--- config.mk ---
export PLATFORM = sky130hd
export DESIGN_NAME = gearbox_tx_ctrl
export DESIGN_NICKNAME = d
export VERILOG_FILES = /design/src/rtl/gearbox_tx_ctrl.sv
export SDC_FILE = /design/constraint.sdc
export NUM_CORES = 1
export LEC_CHECK = 0
export ABC_AREA = 1
export CORE_MARGIN = 4
export CORE_UTILIZATION = 45
export CTS_CLUSTER_DIAMETER = 100
export CTS_CLUSTER_SIZE = 10
export DETAILED_ROUTE_END_ITERATION = 8
export GPL_TIMING_DRIVEN = 0
export HOLD_SLACK_MARGIN = 0.02
export PLACE_DENSITY = 0.86
export SYNTH_ARGS = -nofsm -noshare
export SYNTH_HDL_FRONTEND = slang
export SYNTH_SLANG_ARGS = --single-unit
--- constraint.sdc ---
create_clock -name clk -period 1.6 [get_ports clk]
set_input_delay 0.4 -clock clk [delete_from_list [all_inputs] [get_ports clk]]
set_output_delay 0.4 -clock clk [all_outputs]
set_load 0.02 [all_outputs]
--- src/rtl/gearbox_tx_ctrl.sv ---
// Sequencer for the 64b/66b TX gearbox: takes one 66b block per cycle from the PCS encoder,
// drives the gearbox seq count, stalls on the full cycle and fills underruns with idle blocks.
module gearbox_tx_ctrl #(
    parameter int               DATA_W    = 64,
    parameter int               HEAD_W    = 2,
    parameter int               SEQ_FULL  = DATA_W / HEAD_W,
    parameter int               SEQ_W     = $clog2(DATA_W / HEAD_W + 1),
    parameter logic [HEAD_W-1:0] IDLE_HEAD = 2'b10,
    parameter logic [DATA_W-1:0] IDLE_DATA = 64'h1E,
    parameter int               UCNT_W    = 16
) (
    input  logic              clk,
    input  logic              nreset,
    input  logic              en_i,
    input  logic              valid_i,
    input  logic [HEAD_W-1:0] head_i,
    input  logic [DATA_W-1:0] data_i,
    output logic              ready_o,
    output logic [SEQ_W-1:0]  seq_o,
    output logic [HEAD_W-1:0] head_o,
    output logic [DATA_W-1:0] data_o,
    output logic              run_o,
    output logic              underrun_o,
    output logic [UCNT_W-1:0] underrun_cnt_o,
    output logic [1:0]        state_o
);

    // Handshake: a block transfers on any posedge where valid_i & ready_o; ready_o never
    // depends on valid_i, and valid_i low while ready_o is high counts as an underrun.
    typedef enum logic [1:0] {
        ST_IDLE  = 2'd0,
        ST_RUN   = 2'd1,
        ST_DRAIN = 2'd2
    } state_t;

    localparam logic [SEQ_W-1:0] SEQ_FULL_C = SEQ_W'(SEQ_FULL);

    state_t           state;
    state_t           state_nx;
    logic [SEQ_W-1:0] cnt;
    logic             active;
    logic             full;

    assign active  = (state != ST_IDLE);
    assign full    = (cnt == SEQ_FULL_C);
    assign ready_o = active & ~full;
    assign state_o = state;

    // A draining lane only stops at the wrap boundary so the gearbox buffer ends empty.
    always_comb begin
        state_nx = state;
        case (state)
            ST_IDLE:  if (en_i) state_nx = ST_RUN;
            ST_RUN:   if (!en_i) state_nx = ST_DRAIN;
            ST_DRAIN: begin
                if (en_i)      state_nx = ST_RUN;
                else if (full) state_nx = ST_IDLE;
            end
            default:  state_nx = ST_IDLE;
        endcase
    end

    always_ff @(posedge clk) begin
        if (!nreset) begin
            state          <= ST_IDLE;
            cnt            <= '0;
            seq_o          <= '0;
            head_o         <= IDLE_HEAD;
            data_o         <= IDLE_DATA;
            run_o          <= 1'b0;
            underrun_o     <= 1'b0;
            underrun_cnt_o <= '0;
        end else begin
            state <= state_nx;
            if (active) begin
                if (state_nx == ST_IDLE) begin
                    cnt    <= '0;
                    seq_o  <= '0;
                    run_o  <= 1'b0;
                    head_o <= IDLE_HEAD;
                    data_o <= IDLE_DATA;
                end else begin
                    seq_o <= cnt;
                    run_o <= 1'b1;
                    cnt   <= full ? '0 : cnt + SEQ_W'(1);
                    if (valid_i && ready_o) begin
                        head_o <= head_i;
                        data_o <= data_i;
                    end else begin
                        head_o <= IDLE_HEAD;
                        data_o <= IDLE_DATA;
                    end
                end
                if (ready_o && !valid_i) begin
                    underrun_o <= 1'b1;
                    if (underrun_cnt_o != '1) underrun_cnt_o <= underrun_cnt_o + UCNT_W'(1);
                end
            end
        end
    end

endmodule

==> results of run 1 <==
## path summary, 6_finish.rpt
| kind | endpoint |
|---|---|
| worst max-delay path | ready_o |
| worst min-delay path | data_o[27] |
| worst max register to register | data_o[46] |
| worst min register to register | data_o[27] |
## cells in the final DEF (no fill, tap or decap), types with 20 or more instances in the layout
cell type	synthesis	routed
nand2_1	125	123
nor2_1	41	38
nand3_1	41	41
a21oi_2	40	46
buf_4	4	20
dfxtp_1	98	85
dlygate4sd2_1	0	85
nand3_2	47	46
clkdlybuf4s50_1	0	69
a21oi_1	48	42
## critical path: stages (launching register included)
cell and delay, ps:
dfxtp_4 370, inv_4 70, ha_4 140, nand3_4 80, nand2_4 100, inv_4 40
buf_6 120
## report_power, final
group	switching [W]	leakage, nW	total (W)	internal [W]
clock network	0.000844	0.116	0.00188	0.00103
registers	0.0000363	0.801	0.00253	0.00249
logic	0.000458	1.72	0.000852	0.000394
## logic make-up after synthesis
logic type / count (synthesis)
AND/OR/NAND/NOR: 278
XOR/XNOR: 2
flip-flops: 98
adder cells (fa/ha/maj): 3
buffers and inverters: 52
AO/OA/AOI/OAI: 95
## area by class of cell
| class | count | area (µm²) |
|---|---|---|
| fillers | 799 | 2800 |
| clock buffers | 10 | 128 |
| plain buffers | 34 | 264 |
| inverters | 18 | 72.6 |
| repair buffers | 181 | 1650 |
| clock inverters | 5 | 104 |
| flip-flops and latches | 98 | 1990 |
| multi-input cells | 378 | 2250 |
| well taps | 129 | 161 |
## flip-flops by register name, indices dropped and copies added (netlist names)
name,count
seq_o,6
state_o,2
underrun_cnt_o,16
head_o,2
underrun_o,1
run_o,1
data_o,64
cnt,6
## timing repair
action	in CTS	in global routing
pin swaps	2	6
setup buffers	4	15
setup endpoints to repair	157	91
cloned	0	0
resized for setup	108	57
## synthesized netlist by cell type
master      n
ha_1        3
or2_2       5
nand2_4     2
buf_4       4
o21a_1      1
buf_6       6
nor2_4      3
buf_1       1
nor2_2      2
clkinv_1    1
a21oi_1    48
nand2_1   125
nand3_1    41
nand3b_1    5
nand3_2    47
inv_1      16
nand2_2     2
nand4_1     3
inv_2       1
buf_8       4
nor3_1      2
buf_2       4
o21ai_0     6
clkbuf_1   15
a21oi_2    40
nor2_1     41
dfxtp_1    98
xor2_1      2
## routing by layer
| layer | global-route usage | up-vias | wire (µm) |
|---|---|---|---|
| li1 | - | 2134 | - |
| met1 | 0.277 | 2045 | 5310 |
| met2 | 0.368 | 156 | 6490 |
| met3 | 0.0560 | 22 | 994 |
| met4 | 0.0658 | 0 | 230 |
| met5 | 0 | - | 0 |
## stage by stage
| stage | cell area [µm²] | TNS, ps |
|---|---|---|
| 6_report | 6620 | -68.2 |
| 3_3_place_gp | 6210 | -20170 |
| 3_5_place_dp | 6210 | -24070 |
| 5_1_grt | 6620 | -246 |
| 4_1_cts | 6380 | -208 |
| 2_1_floorplan | 4430 | 0 |
==> flow_summary_export.csv, run 1 <==
group,metric,value,unit
status,status,"finished with violations",
status,violations,"setup timing",
yosys,synth_mux_area_frac,0,
clocking,clk_path_buf_depth,2,
clocking,cts_made_buffers,9,
sta,hold_viol_final,0,
floorplan,fp.dieH,107,µm
grt,track_usage,0.220,
clocking,cts_hold_buf,0,
clocking,h-tree-depth,3,
sta,fin_skew,12.8,ps
finish,area_growth_syn_to_layout,49.4,%
yosys,synth_compound_area_frac,0.142,
sta,report.final.slew_viol_count,0,
clocking,cts_tree,"yes",
grt,grt.overflow.total,0,
floorplan,rows,35,
sta,whs,468,ps
floorplan,die-area,11500,µm²
yosys,synth_area_per_cell,8.39,µm²
pwr,peakVddDrop,575,µV
finish,post_layout_nonfiller_instances,853,
finish,n_antenna_cell,0,
clocking,cts.root.buffer_cell,"clkbuf_8",
yosys,synth-seq-area-share,0.443,
detailed_routing,postRouteAntennaNets,0,
worst_setup_path,cp_data_arrival_time,1270,ps
yosys,synth-seq-cells,98,
yosys,synthAdderAreaFrac,0.00848,
yosys,synthSimpleGateAreaFrac,0.334,
worst_setup_path,worstReg2RegStart,"cnt[0]",
grt,grt_pass1_vias,4271,
sta,period_share,1.04,
worst_setup_path,start_kind,"flop",
detailed_routing,drt_iter0_drc,227,
yosys,synth_top_cell_area_share,0.443,
floorplan,core-area,9420,µm²
detailed_routing,drc,0,
worst_setup_path,path_class,"reg2out",
finish,drive_gt1_frac,0.265,
yosys,synth_cell_type_count,28,
detailed_routing,viasPerCell,5.11,
yosys,syn_nets,601,
yosys,yosysTopAreaCell,"dfxtp_1",
sta,slew_headroom,0.525,
run,cap_violations,0,
sta,worst_slack,-68.2,ps
worst_setup_path,reg2reg_depth,9,
sta,max_freq,599,MHz
detailed_routing,wirelength,13000,µm
yosys,synth_cells,528,
floorplan,start_util,0.470,
pwr,powerDensity,795,nW/µm²
worst_setup_path,critPathRequiredTime,1200,ps
detailed_routing,dr.pass1.iters,5,
yosys,synth_top_family_by_area,"simple AND/OR/NAND/NOR gates",
pwr,p_total,0.00526,W
floorplan,ioPinCount,163,
clocking,clock-sinks,98,
place,dp_hpwl,9380,µm
grt,grt_pass1_wl,20600,µm
pwr,p_leak,2.64,nW
detailed_routing,wl_per_cell,15.3,µm
worst_setup_path,endpoint_kind,"output pin",
yosys,yosys-top-cells-area,"dfxtp_1 44%, nand3_2 11%, nand2_1 11%",
yosys,yosysWarnings,0,
worst_setup_path,timing.critical_path.from,"cnt[0]",
place,placedCellCount,819,
sta,min_period,1670,ps
min_path,hold_path.class,"reg2reg",
min_path,min_path_cells,2,
worst_setup_path,path_max_fanout,3,
sta,tightestPinTransition,712,ps
worst_setup_path,reg2reg_slack,80,ps
grt,antenna_found_initial,0,
finish,finish.utilization,0.703,
place,io_buffers,162,
detailed_routing,vias,4357,
grt,grt_max_degree,16,
yosys,synth_area,4430,µm²
place,place_ws,-676,ps
min_path,hold_start,"data_o[27]",
sta,grt_setup_unrepaired,"true",
yosys,synthXorXnorAreaFrac,0.00396,
sta,setup_violations,1,
place,gp_congestion,0.880,
clocking,clk_latency,350,ps
floorplan,fp.dieW,107,µm
finish,nets,793,
clocking,clk_pin_slew,90,ps
Power figures use the tool's default switching activity.
==> run 2: changes to the inputs <==
--- a/config.mk
+++ b/config.mk
@@ -9,11 +9,11 @@
 export CORE_MARGIN = 4
 export CORE_UTILIZATION = 45
 export CTS_CLUSTER_DIAMETER = 100
-export CTS_CLUSTER_SIZE = 10
 export DETAILED_ROUTE_END_ITERATION = 8
 export GPL_TIMING_DRIVEN = 0
 export HOLD_SLACK_MARGIN = 0.02
 export PLACE_DENSITY = 0.86
+export REMOVE_ABC_BUFFERS = 1
 export SYNTH_ARGS = -nofsm -noshare
 export SYNTH_HDL_FRONTEND = slang
 export SYNTH_SLANG_ARGS = --single-unit
==> flow_summary_export.csv, run 2 (synthesis gave the netlist of run 1 again) <==
group,metric,value,unit
status,status,"finished with violations",
status,violations,"setup timing",
pwr,peakVddDrop,691,µV
floorplan,start_util,0.470,
sta,max_freq,582,MHz
detailed_routing,dr.pass1.iters,5,
worst_setup_path,start_kind,"flop",
finish,top_register,"data_o",
sta,hold_viol_final,0,
finish,area_growth_syn_to_layout,56.6,%
sta,fin_skew,15.5,ps
pwr,seqPwrFrac,0.505,
grt,grt_pass1_wl,22100,µm
detailed_routing,viasPerCell,5.40,
min_path,hold_start,"data_o[41]",
sta,grt_setup_unrepaired,"true",
sta,setup_violations,67,
floorplan,fp.dieW,107,µm
finish,seqCellArea,1980,µm²
pwr,intPower,0.00349,W
pwr,combinationalPowerShare,0.196,
clocking,cts_made_buffers,9,
detailed_routing,vias,4539,
worst_setup_path,path_class,"reg2reg",
grt,grtUsageMet2,0.432,
finish,fill_cells,648,
grt,antenna_found_initial,0,
worst_setup_path,timing.critical_path.from,"cnt[1]",
clocking,h-tree-depth,3,
grt,use_met3,0.0933,
pwr,swShare,0.301,
finish,largest_register_ffs,64,
grt,grt_pass1_vias,4454,
detailed_routing,postRouteAntennaNets,0,
worst_setup_path,worst-path-buf-inv,4,
worst_setup_path,endpoint_kind,"flop",
sta,slew_headroom,0.659,
worst_setup_path,cp_data_arrival_time,2020,ps
place,io_buffers,162,
clocking,cts_tree,"yes",
clocking,clk_pin_slew,110,ps
pwr,p_leak,2.68,nW
pwr,switchingPower,0.00151,W
finish,layout_commonest_cell,"nand2_1",
sta,min_period,1720,ps
grt,grt_max_degree,73,
finish,fin_area,6930,µm²
finish,drive_gt1_frac,0.303,
detailed_routing,drt_iter0_drc,227,
sta,period_share,1.07,
finish,multi_input_area,2600,µm²
floorplan,ioPinCount,163,
sta,whs,468,ps
finish,n_antenna_cell,0,
clocking,cts.root.buffer_cell,"clkbuf_8",
worst_setup_path,reg2reg_slack,-120,ps
pwr,powerDensity,721,nW/µm²
floorplan,fp.dieH,107,µm
worst_setup_path,cp_top_family,"buffers and inverters",
clocking,clk_path_buf_depth,2,
min_path,hold_path.class,"reg2reg",
sta,tightestPinTransition,512,ps
grt,track_usage,0.241,
run,cap_violations,0,
floorplan,core-area,9420,µm²
finish,top_regs,"data_o x64, underrun_cnt_o x16",
sta,report.final.slew_viol_count,0,
grt,use_met1,0.259,
pwr,p_clk_frac,0.299,
detailed_routing,wl_per_cell,18.4,µm
sta,worst_slack,-118,ps
clocking,clock-sinks,98,
grt,grt.overflow.total,0,
worst_setup_path,critPathRequiredTime,1900,ps
floorplan,die-area,11500,µm²
worst_setup_path,worstPathCellList,"inv_2, ha_4, nand3_4, nand2_4, buf_4, nor2_4, buf_12, clkbuf_16, nand3_1, a21oi_1",
place,gp_congestion,0.811,
finish,final_cell_mix,"123 x nand2_1, 88 x dlygate4sd2_1, 87 x dfxtp_1",
detailed_routing,drc,0,
detailed_routing,wirelength,15400,µm
worst_setup_path,worstReg2RegStart,"cnt[1]",
worst_setup_path,path_max_fanout,8,
finish,finish.utilization,0.736,
finish,nets,780,
place,place_area,6050,µm²
place,dp_hpwl,8730,µm
worst_setup_path,max_stage_delay,370,ps
worst_setup_path,slowest_stage,"dfxtp_2",
clocking,clk_latency,370,ps
floorplan,rows,35,
grt,grt.busiest_layer,"met2",
run 2: power by group through the flow:
stage	clock [W]	combinational [W]	sequential [W]
floorplan	0	0.000286	0.00265
global placement	0	0.000725	0.00258
detailed placement	0	0.000764	0.00259
CTS	0.00152	0.000839	0.00253
global route	0.00161	0.00103	0.00253
finish	0.00149	0.000978	0.00253
run 2: area by class of cell:
cell class | count | share of cell area
clock buffer | 9 | 0.0179
clock inverter | 7 | 0.00758
inverter | 18 | 0.0119
multi-input combinational | 387 | 0.376
sequential | 98 | 0.286
tap | 129 | 0.0233
timing repair buffer | 193 | 0.278
run 2: worst register-to-register path: stages, from the launching register on:
cell and delay, ps:
dfxtp_2 370, inv_2 50, ha_4 170, nand3_4 100
nand2_4 70, buf_4 140, nor2_4 90, buf_12 190
clkbuf_16 210, nand3_1 100, a21oi_1 170
run 2: what timing repair did:
action | in CTS | in global routing
buffers inserted | 16 | 7
hold buffers | 0 | 0
pin swaps | 11 | 31
setup endpoints to repair | 190 | 97
gates cloned | 6 | 8
gates resized for setup | 133 | 70
run 2: path summary, 6_finish.rpt:
path                     end  depth (start not counted)
setup / recovery  data_o[35]                         10
hold / removal    data_o[41]                          2
hold reg to reg   data_o[41]                          2
setup reg to reg  data_o[35]                         10
run 2: metal layers:
layer,part of all wire,vias to the layer above
met4,0.017,0
li1,-,2132
met2,0.53,212
met1,0.36,2168
met3,0.092,27
met5,0,-
run 2: stage by stage:
step	TNS [ps]	std cells	worst slack [ps]	total power (W)
detailed placement	-94760	788	-1250	0.00335
floorplan	-69260	494	-986	0.00294
global route	-7830	841	-178	0.00518
finish	-2690	841	-118	0.00500
CTS	-84.3	826	-40.3	0.00489
global placement	-242720	785	-3110	0.00331
==> run 3: changes to the inputs <==
--- a/config.mk
+++ b/config.mk
@@ -6,7 +6,7 @@
 export NUM_CORES = 1
 export LEC_CHECK = 0
 export ABC_AREA = 1
-export CORE_MARGIN = 4
+export CORE_MARGIN = 2
 export CORE_UTILIZATION = 45
 export CTS_CLUSTER_DIAMETER = 100
 export DETAILED_ROUTE_END_ITERATION = 8
==> flow_summary_export.csv, run 3 (synthesis gave the netlist of run 1 again) <==
group,metric,value,unit
status,status,"finished with violations",
status,violations,"setup timing",
grt,grt_pass1_wl,20900,µm
finish,finish.utilization,0.746,
worst_setup_path,endpoint_kind,"output pin",
worst_setup_path,crit_path_end,"ready_o",
sta,tightestPinTransition,553,ps
clocking,cts.root.buffer_cell,"clkbuf_8",
worst_setup_path,cp_data_arrival_time,1280,ps
floorplan,rows,36,
place,place_ws,-1320,ps
clocking,clock-sinks,98,
grt,antenna_found_initial,0,
detailed_routing,postRouteAntennaNets,0,
worst_setup_path,path_class,"reg2out",
clocking,cts_made_buffers,9,
place,placedCellCount,792,
floorplan,fp.dieW,103,µm
sta,report.final.slew_viol_count,0,
finish,drive_gt1_frac,0.319,
clocking,h-tree-depth,3,
worst_setup_path,start_kind,"flop",
finish,final_cell_mix,"122 x nand2_1, 89 x dfxtp_1, 85 x dlygate4sd2_1",
sta,fin_skew,13.0,ps
worst_setup_path,path_max_fanout,2,
grt,grt_max_degree,73,
sta,period_share,1.05,
worst_setup_path,reg2reg_depth,9,
finish,top_regs,"data_o x64, underrun_cnt_o x16",
floorplan,fp.dieH,103,µm
detailed_routing,drc,0,
detailed_routing,vias,4612,
grt,grt.overflow.total,0,
finish,post_layout_nonfiller_instances,850,
finish,nets,786,
clocking,cts_hold_buf,0,
finish,n_antenna_cell,0,
pwr,p_leak,2.70,nW
sta,worst_slack,-84.9,ps
finish,multi_input_area,2790,µm²
detailed_routing,drt_iter0_drc,188,
detailed_routing,wirelength,15800,µm
clocking,clk_pin_slew,90,ps
sta,slew_headroom,0.631,
clocking,cts_tree,"yes",
finish,largest_register_ffs,64,
finish,fill_cells,694,
worst_setup_path,reg2reg_slack,-60,ps
clocking,clk_path_buf_depth,2,
sta,min_period,1680,ps
sta,grt_setup_unrepaired,"true",
grt,grt_pass1_vias,4293,
detailed_routing,dr.pass1.iters,6,
grt,track_usage,0.252,
clocking,clk_latency,360,ps
sta,hold_viol_final,0,
floorplan,core-area,9640,µm²
detailed_routing,wl_per_cell,18.6,µm
floorplan,die-area,10600,µm²
worst_setup_path,worstReg2RegStart,"cnt[0]",
pwr,peakVddDrop,407,µV
sta,setup_violations,53,
place,io_buffers,162,
finish,seqCellArea,1980,µm²
finish,top_register,"data_o",
worst_setup_path,critPathRequiredTime,1200,ps
floorplan,ioPinCount,163,
floorplan,start_util,0.459,
finish,area_growth_syn_to_layout,62.3,%
detailed_routing,viasPerCell,5.43,
run,cap_violations,0,
finish,layout_commonest_cell,"nand2_1",
place,gp_congestion,0.833,
place,dp_hpwl,8100,µm
pwr,powerDensity,707,nW/µm²
min_path,hold_path.class,"reg2reg",
worst_setup_path,r2r_end,"seq_o[0]",
sta,max_freq,594,MHz
worst_setup_path,timing.critical_path.from,"cnt[0]",
[run 3: changes by cell type in the layout (fill, tap and decap cells not counted), sizes merged]
cell and change:
buf +3, nand2 +3, dlygate4sd2 -3, clkbuf +3, clkinv -4, clkdlybuf4s15 +4
inv -1
[run 3: timing repair]
item	CTS	global route
cloned	8	11
buffers inserted	15	9
pin swaps	12	39
setup endpoints to repair	190	101
gates resized for setup	137	93
[run 3: area by class of cell]
cell class,instances,area share
multi-input combinational,390,0.388
inverter,18,0.0111
tap,133,0.0232
timing repair buffer,196,0.278
clock inverter,2,0.00174
sequential,98,0.276
clock buffer,13,0.0221
[run 3: worst max-delay path, stage by stage (launching register included)]
cell,delay [ps]
dfxtp_2,350
inv_2,50
ha_4,160
nand3_4,100
nand2_4,70
inv_2,80
buf_6,110
[run 3: per-layer routing]
layer,GRT usage,part of all wire
met5,0,0
met4,0.101,0.040
met3,0.0652,0.074
met2,0.437,0.52
met1,0.297,0.37
[run 3: stage by stage]
step | hold slack (ps) | TNS [ps] | cell area [µm²] | power [W]
floorplan | 469 | -69260 | 4190 | 0.00294
global placement | 444 | -242260 | 5980 | 0.00331
detailed placement | 457 | -94250 | 6050 | 0.00334
CTS | 469 | -48.2 | 6470 | 0.00488
global route | 481 | -6180 | 7190 | 0.00525
finish | 472 | -1130 | 7190 | 0.00508
[run 3: worst min-delay path by stage]
| stage | slack, ps | startpoint | to | cells past startpoint |
|---|---|---|---|---|
| finish | 470 | data_o[43] | data_o[43] | 2 |
| detailed placement | 460 | data_o[27] | data_o[27] | 2 |
| global route | 480 | data_o[43] | data_o[43] | 2 |
| global placement | 440 | underrun_o | underrun_o | 2 |
| CTS | 470 | data_o[27] | data_o[27] | 2 |
| floorplan | 470 | nreset | data_o[1] | 1 |
[run 3: where the power goes]
group	internal (W)	leakage (nW)	total, W	switching (W)
combinational	0.000448	1.82	0.00105	0.000600
clock	0.000644	0.0855	0.00150	0.000859
sequential	0.00249	0.798	0.00253	0.0000348
total	0.00358	2.70	0.00508	0.00149
